## src/rtl/layer_compositor.sv

```systemverilog
// Two-stage pixel compositor: picks the highest-priority enabled sprite layer or a background,
// keeps syncs aligned with the RGB, and reports per-frame player collisions plus a frame counter.
module layer_compositor #(
   parameter int NUM_LAYERS  = 4,
   parameter int COLOR_W     = 8,
   parameter int COL_W       = 12,
   parameter int ROW_W       = 11,
   parameter int CHECKER_BIT = 7
) (
   input  logic                                  clock,
   input  logic                                  reset,
   input  logic                                  visible,
   input  logic                                  hsync,
   input  logic                                  vsync,
   input  logic [COL_W-1:0]                      display_col,
   input  logic [ROW_W-1:0]                      display_row,
   input  logic [NUM_LAYERS*(3*COLOR_W+1)-1:0]   layer_color,
   input  logic [NUM_LAYERS-1:0]                 layer_enable,
   input  logic [1:0]                            bg_mode,
   input  logic [3*COLOR_W-1:0]                  bg_color,
   output logic [COLOR_W-1:0]                    red_out,
   output logic [COLOR_W-1:0]                    green_out,
   output logic [COLOR_W-1:0]                    blue_out,
   output logic                                  hsync_out,
   output logic                                  vsync_out,
   output logic                                  blank_n_out,
   output logic [NUM_LAYERS-1:0]                 collision_flags,
   output logic                                  frame_pulse,
   output logic [15:0]                           frame_count
);

   localparam int LAYER_W = 3*COLOR_W + 1;
   localparam int RGB_W   = 3*COLOR_W;
   localparam int IDX_W   = (NUM_LAYERS > 1) ? $clog2(NUM_LAYERS) : 1;

   // ---------------- stage 1: priority decode ----------------
   logic [NUM_LAYERS-1:0] valid_d;
   logic [IDX_W-1:0]      sel_d;
   logic                  sel_bg_d;

   always_comb begin
      // NOTE: every always_comb output is given a default first, so no path can infer a latch.
      valid_d  = '0;
      sel_d    = '0;
      sel_bg_d = 1'b1;
      // Scan from the lowest priority upward so the lowest valid index is the last one written.
      for (int i = NUM_LAYERS-1; i >= 0; i--) begin
         valid_d[i] = layer_color[i*LAYER_W] & layer_enable[i];
         if (valid_d[i]) begin
            sel_d    = IDX_W'(i);
            sel_bg_d = 1'b0;
         end
      end
   end

   logic                  vis_q, hs1_q, vs1_q, vs_prev_q, checker_q, sel_bg_q;
   logic [NUM_LAYERS-1:0] valid_q;
   logic [IDX_W-1:0]      sel_q;
   logic [1:0]            bg_mode_q;
   logic [RGB_W-1:0]      bg_color_q;
   logic [RGB_W-1:0]      colors_q [NUM_LAYERS];

   always_ff @(posedge clock) begin
      // NOTE: sequential state uses <= so every register samples the values from before the edge.
      if (reset) begin
         vis_q      <= 1'b0;
         hs1_q      <= 1'b1;
         vs1_q      <= 1'b1;
         vs_prev_q  <= 1'b1;
         checker_q  <= 1'b0;
         sel_bg_q   <= 1'b1;
         valid_q    <= '0;
         sel_q      <= '0;
         bg_mode_q  <= '0;
         bg_color_q <= '0;
         // NOTE: this array is a pipeline register, not a RAM, so it is cleared with everything else.
         for (int i = 0; i < NUM_LAYERS; i++) colors_q[i] <= '0;
      end else begin
         vis_q      <= visible;
         hs1_q      <= hsync;
         vs1_q      <= vsync;
         vs_prev_q  <= vs1_q;
         checker_q  <= display_row[CHECKER_BIT] ^ display_col[CHECKER_BIT];
         sel_bg_q   <= sel_bg_d;
         valid_q    <= valid_d;
         sel_q      <= sel_d;
         bg_mode_q  <= bg_mode;
         bg_color_q <= bg_color;
         for (int i = 0; i < NUM_LAYERS; i++) colors_q[i] <= layer_color[i*LAYER_W+1 +: RGB_W];
      end
   end

   // ---------------- stage 2: colour, syncs, frame bookkeeping ----------------
   logic [COLOR_W-1:0]    checker_ch;
   logic [RGB_W-1:0]      bg_rgb, rgb_d, rgb_q;
   logic [NUM_LAYERS-1:0] hits, acc_d, acc_q, flags_d, flags_q;
   logic [15:0]           frame_count_d, frame_count_q;
   logic                  boundary;
   logic                  hs2_q, vs2_q, blank_n_q, frame_pulse_q;

   assign checker_ch = {3'b011, {(COLOR_W-3){checker_q}}};
   assign boundary   = ~vs1_q & vs_prev_q;

   always_comb begin
      bg_rgb = '0;
      case (bg_mode_q)
         2'd0:    bg_rgb = {3{checker_ch}};
         2'd1:    bg_rgb = bg_color_q;
         default: bg_rgb = '0;
      endcase

      rgb_d = '0;
      if (vis_q) rgb_d = sel_bg_q ? bg_rgb : colors_q[sel_q];

      hits = '0;
      if (vis_q & valid_q[0]) hits = {valid_q[NUM_LAYERS-1:1], 1'b0};

      // Hits on the boundary cycle still belong to the frame that is closing.
      acc_d         = boundary ? '0 : (acc_q | hits);
      flags_d       = boundary ? (acc_q | hits) : flags_q;
      frame_count_d = frame_count_q + 16'(boundary);
   end

   always_ff @(posedge clock) begin
      if (reset) begin
         rgb_q         <= '0;
         hs2_q         <= 1'b1;
         vs2_q         <= 1'b1;
         blank_n_q     <= 1'b0;
         frame_pulse_q <= 1'b0;
         acc_q         <= '0;
         flags_q       <= '0;
         frame_count_q <= '0;
      end else begin
         rgb_q         <= rgb_d;
         hs2_q         <= hs1_q;
         vs2_q         <= vs1_q;
         blank_n_q     <= hs1_q & vs1_q;
         frame_pulse_q <= boundary;
         acc_q         <= acc_d;
         flags_q       <= flags_d;
         frame_count_q <= frame_count_d;
      end
   end

   assign {red_out, green_out, blue_out} = rgb_q;
   assign hsync_out       = hs2_q;
   assign vsync_out       = vs2_q;
   assign blank_n_out     = blank_n_q;
   assign frame_pulse     = frame_pulse_q;
   assign collision_flags = flags_q;
   assign frame_count     = frame_count_q;

endmodule

```

## config.mk

```make
export PLATFORM = sky130hd
export DESIGN_NAME = layer_compositor
export DESIGN_NICKNAME = d
export VERILOG_FILES = /design/src/rtl/layer_compositor.sv
export SDC_FILE = /design/constraint.sdc
export NUM_CORES = 1
export LEC_CHECK = 0
export ABC_AREA = 1
export CORE_MARGIN = 2
export CORE_UTILIZATION = 48
export CTS_BUF_LIST = sky130_fd_sc_hd__clkbuf_8
export DETAILED_ROUTE_END_ITERATION = 6
export PLACE_DENSITY = 0.86
export SLEW_MARGIN = 10
export SYNTH_ARGS = -nofsm -noshare
export SYNTH_HDL_FRONTEND = slang
export SYNTH_SLANG_ARGS = --single-unit
```

## constraint.sdc

```tcl
create_clock -name clock -period 2.1 [get_ports clock]
set_input_delay 0.42 -clock clock [delete_from_list [all_inputs] [get_ports clock]]
set_output_delay 0.42 -clock clock [all_outputs]
set_load 0.05 [all_outputs]
```

==> out/metrics.sh, run 1 <==
FIRST_PASS_ITERS=5
NUMBER_OF_GLOBAL_ROUTE_VIAS_BEFORE_REPAIR=5752
CLK_PATH_BUF_DEPTH=2
ANTENNADIODECOUNT=0
WORST-PATH-BUF-INV=1
TOTAL_VIA_COUNT_IN_THE_ROUTED_DESIGN=5908
START_UTIL=0.489
DETAIL_ROUTE.ITER0.VIOLATIONS=383
FLOW.AREA_GROWTH_FROM_SYNTHESIS_PCT=34.4
SYNTH_TOP_CELL_BY_AREA='dfxtp_1'
TIMING.FINAL.SETUP_VIOLATIONS=0
CTS_TREE='done'
YOSYSWARNINGCOUNT=0
CLOCK_BUFFER_COUNT_FROM_CTS=17
N_FILL_CELL=1198
MULTI_INPUT_COMB_AREA_SQ_MM=0.00214
WORST_SETUP_HOLD_PATH_CLK_SLEW_NS=0.09
NNETSFINAL=1257
FINAL.SETUP.WORST_SLACK_NS=0.0609
HP-START='reset'
CLOCK-SKEW-FINAL_NS=0.0108
TIMING.CRITICAL_PATH.SLOWEST_CELL_DELAY_NS=0.81
HOLDPATHEND='frame_count[1]'
REG2REG_DEPTH=10
YS_TOP_CELLS_BY_AREA='dfxtp_1 54%, nor2_1 15%, inv_1 11%, nand2_1 5.5%, o21ai_1 3.3%'
CRIT_PATH_TOP_DELAY_CELL='clkdlybuf4s50_1'
STATUS='finished, final reports clean'
GRT.OVERFLOW.TOTAL=0
POST-ROUTE-CELL-AREA_SQ_MM=0.00905
PIN_COUNT=206
TOTALWIRELENGTH_UM=16200
GRT_PASS1_WL_UM=26100
LAYOUT_MIN_CYCLE_TIME_NS=2.04
CTS.ROOT.BUFFER_CELL='clkbuf_8'
DRIVE_ABOVE_1_SHARE=0.0514
POST-ROUTE-PERIOD-UTIL=0.971
CTS_NUM_SINKS=183
DIEWIDTH_UM=122
FP.DIEH_UM=122
DIE_AREA_SQ_MM=0.0150
MIN-DELAY-PATH-CLASS='in2reg'
ANTENNA_VIOLATIONS_BEFORE_REPAIR=0
TIMING.CRITICAL_PATH.FANOUT_MAX=3
GRT_START_MAX_NET_PINS=110
RSZ0062_AT_GRT='false'
SYN_AREA_PER_CELL_SQ_UM=7.28
POWER.IR.VDD_WORST_uV=462
SETUP.WORST_PATH.CLASS='reg2out'
YS_SEQ_AREA_FRAC=0.544
WORST_PATH_CELL_CHAIN='clkdlybuf4s50_1'
SLEW_VIOLATIONS=0
DETAIL_ROUTE.WL_PER_CELL_UM=12.6
DETAILED_PLACE.AREA_SQ_MM=0.00868
REGISTER_AREA_SQ_MM=0.00366
PLACEDCELLCOUNT=1257
FMAXACHIEVABLE_GHz=0.490
CTS_HOLD_BUFFERS=0
YS_SEQ_ELEMENTS=183
NETLIST-CELL-TYPE-COUNT=29
SYNTH_NETS=1087
PLACEMENT.IO_BUFFERS=183
ENDPOINT_CLASS_OF_THE_CRITICAL_PATH='output port'
WORSTPATHREQUIRED_NS=1.68
CP_DATA_ARRIVAL_TIME_NS=1.62
REMAINING_DRC_ERRORS=0
HOLD_VIOLATIONS=0
FINALNONFILLERCELLS=1289
PRE_CTS_WS_NS=0.400
HTREE_LEVELS=4
LAUNCH_INSTANCE_OF_THE_WORST_REGISTER_TO_REGISTER_PATH='vs1_q'
ROUTED_VIA_DENSITY=4.58
ANTENNA_VIOLATING_NETS_POST_ROUTE=0
CLK_LATENCY_NS=0.45
MIN_PATH_CELLS=2
CAP_VIOLATIONS=0
POWER.DENSITY_CELL_AREA_mW_PER_MM2=744
SYNTH_TOP_AREA_FRAC=0.544
WORST_SLEW_MARGIN_REL=0.629
CPLARGESTDELAYFAMILY='buffers and inverters'
CORE_AREA_SQ_MM=0.0138
R2R_SETUP_SLACK_NS=0.39
PLACE_CONGESTION=0.828
POWER.TOTAL_W=0.00674
DPL.HPWL_UM=11600
TIGHTESTPINTRANSITION_NS=0.555
TNS_NS=0
CRIT-REG2REG-CAPTURE='frame_count[10]'
SYNTH_CELLS=926
START_KIND='flip-flop'
GROUTE.USAGE.OVERALL=0.228
MAPPEDNETLISTAREA_SQ_MM=0.00674
P_LEAK_nW=4.49
ROWS=43
==> flip-flops by register name (all words and copies together) (netlist names) <==
register and cells:
acc_q 3, bg_color_q 24, bg_mode_q 2, blank_n_out 1, checker_q 1, collision_flags 3, colors_q 96, frame_count 16
frame_pulse 1, hs1_q 1, hsync_out 1, rgb_q 24, sel_bg_q 1, sel_q 2, valid_q 4, vis_q 1
vs1_q 1, vsync_out 1
==> repair_timing <==
action / 4_1_cts / 5_1_grt
gates resized for setup: 14 / 6
hold endpoints to repair: 0 / 0
setup endpoints to repair: 14 / 6
setup buffers: 0 / 0
==> cells by family (layout without fill, tap and decap cells) <==
| group | Yosys count | in the layout | share of synthesized area |
|---|---|---|---|
| buf+inv | 235 | 418 | 0.139 |
| compound gates | 88 | 88 | 0.0687 |
| fa+ha+maj | 3 | 3 | 0.00557 |
| other cells | 1 | 1 | 0.000557 |
| xor+xnor | 1 | 1 | 0.00130 |
| simple gates | 415 | 415 | 0.241 |
| flops | 183 | 183 | 0.544 |
==> layer usage <==
metal	routed length [um]	up-vias	GRT usage
li1	-	3030	-
met1	6430	2670	0.241
met2	7980	180	0.407
met3	1350	28	0.0795
met4	463	0	0.101
met5	0	-	0
==> layout by cell type, fill, tap and decap left out, drive strengths merged, types with 2 or more instances in the layout <==
| cell type | instances |
|---|---|
| dlymetal6s2s | 6 |
| a31o | 3 |
| dfxtp | 183 |
| ha | 3 |
| nand4 | 3 |
| nand3 | 27 |
| or2 | 2 |
| clkinv | 7 |
| clkdlybuf4s50 | 162 |
| a21oi | 16 |
| nor2 | 280 |
| inv | 200 |
| dlygate4sd2 | 14 |
| nand2 | 100 |
| buf | 7 |
| clkbuf | 20 |
| o21ai | 66 |
==> area by class of cell <==
class / instances / area share
Sequential cell: 183 / 0.405
Multi-Input combinational cell: 508 / 0.236
Timing Repair Buffer: 189 / 0.211
Inverter: 197 / 0.0817
Clock buffer: 20 / 0.0304
Tap cell: 180 / 0.0249
Clock inverter: 12 / 0.0115
==> cell usage after synthesis, drive strengths merged <==
master	n
nor2	280
inv	197
dfxtp	183
nand2	100
o21ai	66
buf	34
nand3	27
a21oi	16
clkbuf	4
a31o	3
ha	3
nand4	3
or2	2
a211oi	1
a21o	1
conb	1
nand3b	1
nor2b	1
nor3	1
o21a	1
xnor2	1
==> through the flow <==
step,util,hold slack (ns)
final,0.657,0.343
after global placement,0.630,0.421
after global routing,0.657,0.342
after CTS,0.656,0.320
after floorplan,-,0.400
after detailed placement,0.630,0.423
==> power breakdown <==
part / leakage (nW) / total (W) / switching (W) / internal [W]
combinational: 2.77 / 0.000846 / 0.000442 / 0.000404
sequential: 1.51 / 0.00367 / 0.0000500 / 0.00362
clock: 0.201 / 0.00222 / 0.00119 / 0.00103
total: 4.49 / 0.00674 / 0.00168 / 0.00506
==> how the worst max path moves through the flow <==
stage	from	slack, ns	cells past startpoint	endpoint
4_1_cts	frame_count[0]	0.005	1	frame_count[0]
3_3_place_gp	vs1_q	0.45	10	frame_count[10]
5_1_grt	rgb_q[13]	0.002	1	green_out[5]
3_5_place_dp	vs1_q	0.40	10	frame_count[10]
2_1_floorplan	vsync_out	0.18	9	frame_count[10]
6_report	frame_count[15]	0.06	1	frame_count[15]
Power figures use the tool's default switching activity.
==> run 2: changes to the inputs <==
Settings changed: CORE_UTILIZATION 48 to 44, PLACE_DENSITY 0.86 to 0.83.
Clock period 2.1 ns to 1.8 ns, I/O delays scaled along.
==> run 2 against run 1 <==
  * Cell count up 0.78%
  * Utilization down 6.0 points
  * Sequential power up 17%
  * Non-clock buffer count up 2
  * Power up 22%
  * Hold slack worse by 0.16 ns
  * Clock skew about the same
  * Clock power up 32%
  * Sequential cell count unchanged
  * Combinational power up 17%
  * Clock-buffer cell count down 3
==> out/metrics.sh, run 2 (synthesis results as in run 1) <==
PLACEDCELLCOUNT=1267  # +0.80%
POWER.DENSITY_CELL_AREA_mW_PER_MM2=910  # +22%
DPL.HPWL_UM=11900  # +2.2%
RSZ0062_AT_GRT='false'
LARGEST-REGISTER='colors_q'
CTS_NUM_SINKS=183  # unchanged
GROUTE.LAYER.MET1.USAGE=0.242  # +0.00149
SLEW_VIOLATIONS=0  # unchanged
POST-ROUTE-PERIOD-UTIL=0.911
LAYOUT_COMMON_CELLS='276 x nor2_1, 188 x inv_1, 181 x dfxtp_1'
UTILIZATION=0.598  # -0.0598
NUMBER_OF_GLOBAL_ROUTE_VIAS_BEFORE_REPAIR=5692  # -1.0%
POST-ROUTE-CELL-AREA_SQ_MM=0.00902  # -0.41%
FINALNONFILLERCELLS=1299  # +0.78%
START_UTIL=0.447  # -0.0427
GRT_PASS1_WL_UM=26500  # +1.4%
CP_DATA_ARRIVAL_TIME_NS=1.28  # -0.34 ns
DIEWIDTH_UM=128  # +4.3%
CPLARGESTDELAYFAMILY='buffers and inverters'
GRT_START_MAX_NET_PINS=138  # +25%
ANTENNA_VIOLATING_NETS_POST_ROUTE=0  # unchanged
TIMING.CRITICAL_PATH.FANOUT_MAX=1  # -2
REGISTER_AREA_SQ_MM=0.00367  # about the same
HOLD_VIOLATIONS=0  # unchanged
DIE_AREA_SQ_MM=0.0163  # +8.8%
NNETSFINAL=1259  # +0.16%
GROUTE.USAGE.OVERALL=0.209  # -0.0181
LAYOUT_MIN_CYCLE_TIME_NS=1.64
CTS.ROOT.BUFFER_CELL='clkbuf_8'
TNS_NS=0  # unchanged
WORST_PATH_CELL_CHAIN='dlygate4sd2_1'
P_LEAK_nW=4.42  # -1.6%
CLOCK_BUFFER_COUNT_FROM_CTS=17  # unchanged
MULTI_INPUT_COMB_AREA_SQ_MM=0.00214  # +0.35%
WORST-PATH-BUF-INV=1  # unchanged
PLACEMENT.IO_BUFFERS=183  # unchanged
FLOW.AREA_GROWTH_FROM_SYNTHESIS_PCT=33.8
ROUTED_VIA_DENSITY=4.53  # -1.3%
PRE_CTS_WS_NS=0.0875  # -0.313 ns
CRIT_PATH_TOP_DELAY_CELL='dlygate4sd2_1'
LAYOUT_COMMONEST_CELL='nor2_1'
MIN-DELAY-PATH-CLASS='in2reg'
TIGHTESTPINTRANSITION_NS=0.593  # +0.0384 ns
POWER.IR.VDD_WORST_uV=505  # +9.3%
CTS_HOLD_BUFFERS=0  # unchanged
TIMING.CRITICAL_PATH.SLOWEST_CELL_DELAY_NS=0.52  # -0.29 ns
DETAIL_ROUTE.ITER0.VIOLATIONS=388  # +1.3%
WORST_SETUP_HOLD_PATH_CLK_SLEW_NS=0.10  # about the same
DETAIL_ROUTE.WL_PER_CELL_UM=12.8  # +1.9%
FIRST_PASS_ITERS=5  # unchanged
BUSIEST_LAYER='met2'
LARGEST_REG_FLOPS=96  # unchanged
TOP_REGS='colors_q x96, bg_color_q x24, rgb_q x24'
N_FILL_CELL=1352  # +13%
CORE_AREA_SQ_MM=0.0151  # +9.6%
PIN_COUNT=206  # unchanged
REMAINING_DRC_ERRORS=0  # unchanged
PLACE_CONGESTION=0.855  # +3.2%
TOTAL_VIA_COUNT_IN_THE_ROUTED_DESIGN=5879  # -0.49%
FINAL.SETUP.WORST_SLACK_NS=0.160  # +0.0988 ns
CLOCK-SKEW-FINAL_NS=0.0109  # +0.0000815 ns
SETUP.WORST_PATH.CLASS='reg2out'
ANTENNADIODECOUNT=0  # unchanged
STATUS='finished, final reports clean'
CLK_LATENCY_NS=0.45  # about the same
TIMING.FINAL.SETUP_VIOLATIONS=0  # unchanged
CTS_TREE='done'
ROWS=45  # +4.7%
HTREE_LEVELS=4  # unchanged
START_KIND='flip-flop'
M2_GR_USAGE=0.365  # -0.0420
TOTALWIRELENGTH_UM=16700  # +2.7%
WORSTPATHREQUIRED_NS=1.44  # -0.24 ns
ENDPOINT_CLASS_OF_THE_CRITICAL_PATH='output port'
CAP_VIOLATIONS=0  # unchanged
USE_MET3=0.0651  # -0.0144
FP.DIEH_UM=128  # +4.3%
FMAXACHIEVABLE_GHz=0.610
ANTENNA_VIOLATIONS_BEFORE_REPAIR=1  # +1
GRT.OVERFLOW.TOTAL=0  # unchanged
DRIVE_ABOVE_1_SHARE=0.0954  # +0.0440
WORST_SLEW_MARGIN_REL=0.604  # -0.0245
DETAILED_PLACE.AREA_SQ_MM=0.00859  # -1.1%
CLK_PATH_BUF_DEPTH=2  # unchanged
## run 2: changes by cell type in the layout (fill, tap and decap cells not counted), sizes merged
cell           change
dlymetal6s2s       -6
clkinvlp           +4
clkinv             -4
inv                +1
dlygate4sd2        -9
buf               +44
bufinv             +2
clkbuf             -3
clkdlybuf4s50     -27
## run 2: final timing paths
path	startpoint	endpoint	slack [ns]	depth (start not counted)
worst min-delay path	reset	sel_bg_q	0.18	3
worst max-delay path	rgb_q[9]	green_out[1]	0.16	1
worst max register to register	vs1_q	frame_count[10]	0.19	10
worst min register to register	hs1_q	hsync_out	0.46	2
## run 2: layout make-up
| type | instances | area share |
|---|---|---|
| timing repair buffer | 191 | 0.200 |
| clock inverter | 15 | 0.0216 |
| sequential | 183 | 0.407 |
| inverter | 197 | 0.0820 |
| multi-input combinational | 508 | 0.238 |
| clock buffer | 17 | 0.0259 |
| tap | 188 | 0.0261 |
## run 2: repair_timing
action,4_1_cts,5_1_grt
pin swaps,0,1
buffers inserted,0,0
endpoints found under the setup margin,5,3
resized for setup,5,3
## run 2: per-stage QoR
stage | power, W | hold slack, ns
2_1_floorplan | 0.00489 | 0.400
3_3_place_gp | 0.00535 | 0.420
3_5_place_dp | 0.00538 | 0.434
4_1_cts | 0.00829 | 0.139
5_1_grt | 0.00858 | 0.174
6_report | 0.00820 | 0.178
## run 2: metal layers
| layer | wire length (um) | vias to the layer above |
|---|---|---|
| met2 | 8040 | 197 |
| li1 | - | 3035 |
| met3 | 1320 | 28 |
| met5 | 13 | - |
| met1 | 6940 | 2617 |
| met4 | 343 | 2 |
## run 2: report_power, final
part	total (W)	internal, W	switching [W]
clock	0.00293	0.00141	0.00152
combinational	0.000987	0.000464	0.000523
sequential	0.00429	0.00423	0.0000596
==> run 3: changes to the inputs <==
Settings changed: CORE_MARGIN 2 to not set, CORE_UTILIZATION 44 to 42, CTS_BUF_LIST sky130_fd_sc_hd__clkbuf_8 to not set, PLACE_DENSITY 0.83 to 0.8.
==> run 3 against run 2 <==
  * Highest routed layer is now met4
  * Clock skew fell by 0.0053 ns
  * Sequential power barely moved
  * Sequential cell count did not move
  * Power rose by 8.4%
  * Combinational power barely moved
  * Hold slack improved by 0.12 ns
  * Utilization fell by 0.092 points
  * Clock-buffer cell count rose by 4
  * Clock power rose by 23%
  * Routed wire length fell by 0.29%
  * Largest power group unchanged
  * Critical endpoint is now blue_out[3]
  * Non-clock buffer count rose by 1
  * Critical path type unchanged
  * First-iteration DRC count fell by 8.5%
==> out/metrics.sh, run 3 (synthesis results as in run 1) <==
STATUS='finished, final reports clean'
REG2REG_DEPTH=10  # unchanged
TNS_NS=0  # unchanged
P_LEAK_nW=4.50  # +1.8%
ANTENNA_VIOLATING_NETS_POST_ROUTE=0  # unchanged
NNETSFINAL=1260  # +0.079%
PLACE_CONGESTION=0.833  # -2.5%
DIE_AREA_SQ_MM=0.0166  # +1.4%
TIMING.CRITICAL_PATH.FANOUT_MAX=1  # unchanged
PLACEMENT.IO_BUFFERS=183  # unchanged
LARGEST_REG_FLOPS=96  # unchanged
FP.DIEH_UM=129  # +0.71%
POWER.DENSITY_CELL_AREA_mW_PER_MM2=966  # +6.2%
ANTENNA_VIOLATIONS_BEFORE_REPAIR=1  # unchanged
CLOCK_BUFFER_COUNT_FROM_CTS=17  # unchanged
START_UTIL=0.437  # -0.00978
FMAXACHIEVABLE_GHz=0.615  # +0.93%
SLEW_VIOLATIONS=0  # unchanged
TOP_REGS='colors_q x96, bg_color_q x24, rgb_q x24'
CLOCK-SKEW-FINAL_NS=0.00562  # -0.00527 ns
WORST-PATH-BUF-INV=1  # unchanged
NUMBER_OF_GLOBAL_ROUTE_VIAS_BEFORE_REPAIR=5536  # -2.7%
CTS_TREE='done'
HTREE_LEVELS=4  # unchanged
CLK_LATENCY_NS=0.42  # -0.03 ns
CTS_HOLD_BUFFERS=0  # unchanged
MIN-DELAY-PATH-CLASS='in2reg'
GROUTE.USAGE.OVERALL=0.205  # -0.00421
POST-ROUTE-PERIOD-UTIL=0.903  # -0.00841
POWER.IR.VDD_WORST_uV=692  # +37%
CLK_PATH_BUF_DEPTH=2  # unchanged
LAYOUT_COMMONEST_CELL='nor2_1'
GRT.OVERFLOW.TOTAL=0  # unchanged
DPL.HPWL_UM=11700  # -1.3%
PIN_COUNT=206  # unchanged
ROUTED_VIA_DENSITY=4.44  # -1.9%
ANTENNADIODECOUNT=0  # unchanged
HOLD_VIOLATIONS=0  # unchanged
TIMING.FINAL.SETUP_VIOLATIONS=0  # unchanged
DETAIL_ROUTE.WL_PER_CELL_UM=12.6  # -2.1%
GRT_START_MAX_NET_PINS=60  # -57%
CRIT-REG2REG-CAPTURE='frame_count[8]'
WORSTPATHREQUIRED_NS=1.44  # about the same
WORST_PATH_CELL_CHAIN='dlygate4sd2_1'
LAYOUT_COMMON_CELLS='276 x nor2_1, 188 x inv_1, 181 x dfxtp_1'
SETUP.WORST_PATH.CLASS='reg2out'
MIN_PATH_CELLS=2  # -1
GRT_PASS1_WL_UM=25900  # -2.4%
PRE_CTS_WS_NS=0.121  # +0.0335 ns
RSZ0062_AT_GRT='false'
REMAINING_DRC_ERRORS=0  # unchanged
DETAIL_ROUTE.ITER0.VIOLATIONS=355  # -8.5%
R2R_SETUP_SLACK_NS=0.22  # +0.03 ns
FINAL.SETUP.WORST_SLACK_NS=0.175  # +0.0151 ns
CRIT_PATH_TOP_DELAY_CELL='dlygate4sd2_1'
POWER.TOTAL_W=0.00889  # +8.4%
N_FILL_CELL=1385  # +2.4%
TOTALWIRELENGTH_UM=16600  # -0.29%
HOLDPATHEND='bg_color_q[7]'
LAUNCH_INSTANCE_OF_THE_WORST_REGISTER_TO_REGISTER_PATH='vs1_q'
HP-START='reset'
CPLARGESTDELAYFAMILY='buffers and inverters'
DIEWIDTH_UM=129  # +0.71%
WORST_SLEW_MARGIN_REL=0.434  # -0.170
ENDPOINT_CLASS_OF_THE_CRITICAL_PATH='output port'
LARGEST-REGISTER='colors_q'
TIGHTESTPINTRANSITION_NS=0.847  # +0.254 ns
WORST_SETUP_HOLD_PATH_CLK_SLEW_NS=0.07  # -0.03 ns
FLOW.AREA_GROWTH_FROM_SYNTHESIS_PCT=36.6
DRIVE_ABOVE_1_SHARE=0.0935  # -0.00188
FINALHOLDWORSTSLACK_NS=0.297  # +0.119 ns
LAYOUT_MIN_CYCLE_TIME_NS=1.63  # -0.0151 ns
CTS_NUM_SINKS=183  # unchanged
CP_DATA_ARRIVAL_TIME_NS=1.27  # about the same
FIRST_PASS_ITERS=4  # -1
TOTAL_VIA_COUNT_IN_THE_ROUTED_DESIGN=5873  # -0.10%
START_KIND='flip-flop'
CAP_VIOLATIONS=0  # unchanged
ROWS=45  # unchanged
TIMING.CRITICAL_PATH.SLOWEST_CELL_DELAY_NS=0.52  # about the same
CORE_AREA_SQ_MM=0.0154  # +2.2%
CTS.ROOT.BUFFER_CELL='clkbuf_16'
==> run 3: cell types whose count changed in the layout (fill, tap and decap cells not counted), sizes merged <==
cell	before	now
clkbuf	17	21
dlygate4sd2	5	7
inv	201	199
buf	51	50
bufinv	3	2
clkinvlp	5	4
==> run 3: worst max-delay path by stage <==
| stage | from | to | slack, ns | cells past startpoint |
|---|---|---|---|---|
| floorplan | vsync_out | frame_count[10] | 0.08 | 9 |
| global placement | vs1_q | frame_count[10] | 0.16 | 10 |
| detailed placement | vs1_q | frame_count[10] | 0.12 | 10 |
| CTS | vs1_q | frame_count[10] | 0.12 | 10 |
| global route | vs1_q | frame_count[10] | 0.04 | 10 |
| finish | rgb_q[3] | blue_out[3] | 0.17 | 1 |
==> run 3: through the flow <==
stage          std cells  area, sq um   util
2_1_floorplan        926         6740      -
3_3_place_gp        1291         8630  0.559
3_5_place_dp        1291         8630  0.559
4_1_cts             1323         9190  0.596
5_1_grt             1323         9210  0.597
6_report            1323         9210  0.597
==> run 3: final cells by class <==
class                   count  area [sq um]  area share
clock buffers              21           450      0.0489
clock inverters            11           123      0.0133
repair buffers            192          1810       0.197
well taps                 211           264      0.0287
multi-input cells         508          2150       0.234
inverters                 197           739      0.0803
flip-flops and latches    183          3670       0.398
==> run 3: timing repair <==
item / CTS / global route
buffers inserted: 0 / 0
gates resized for setup: 7 / 5
setup endpoints to repair: 7 / 3
pin swaps: 0 / 1
==> run 3: power by group <==
part	leakage, nW	switching, W	internal (W)
logic	2.71	0.000524	0.000465
registers	1.51	0.0000560	0.00423
clock network	0.270	0.00153	0.00208
==> run 3: routing by layer <==
layer	vias up	track usage	part of all wire
met3	15	0.0678	0.075
met1	2658	0.226	0.43
met5	-	0	0
li1	3038	-	-
met2	162	0.374	0.49
met4	0	0.0602	0.012
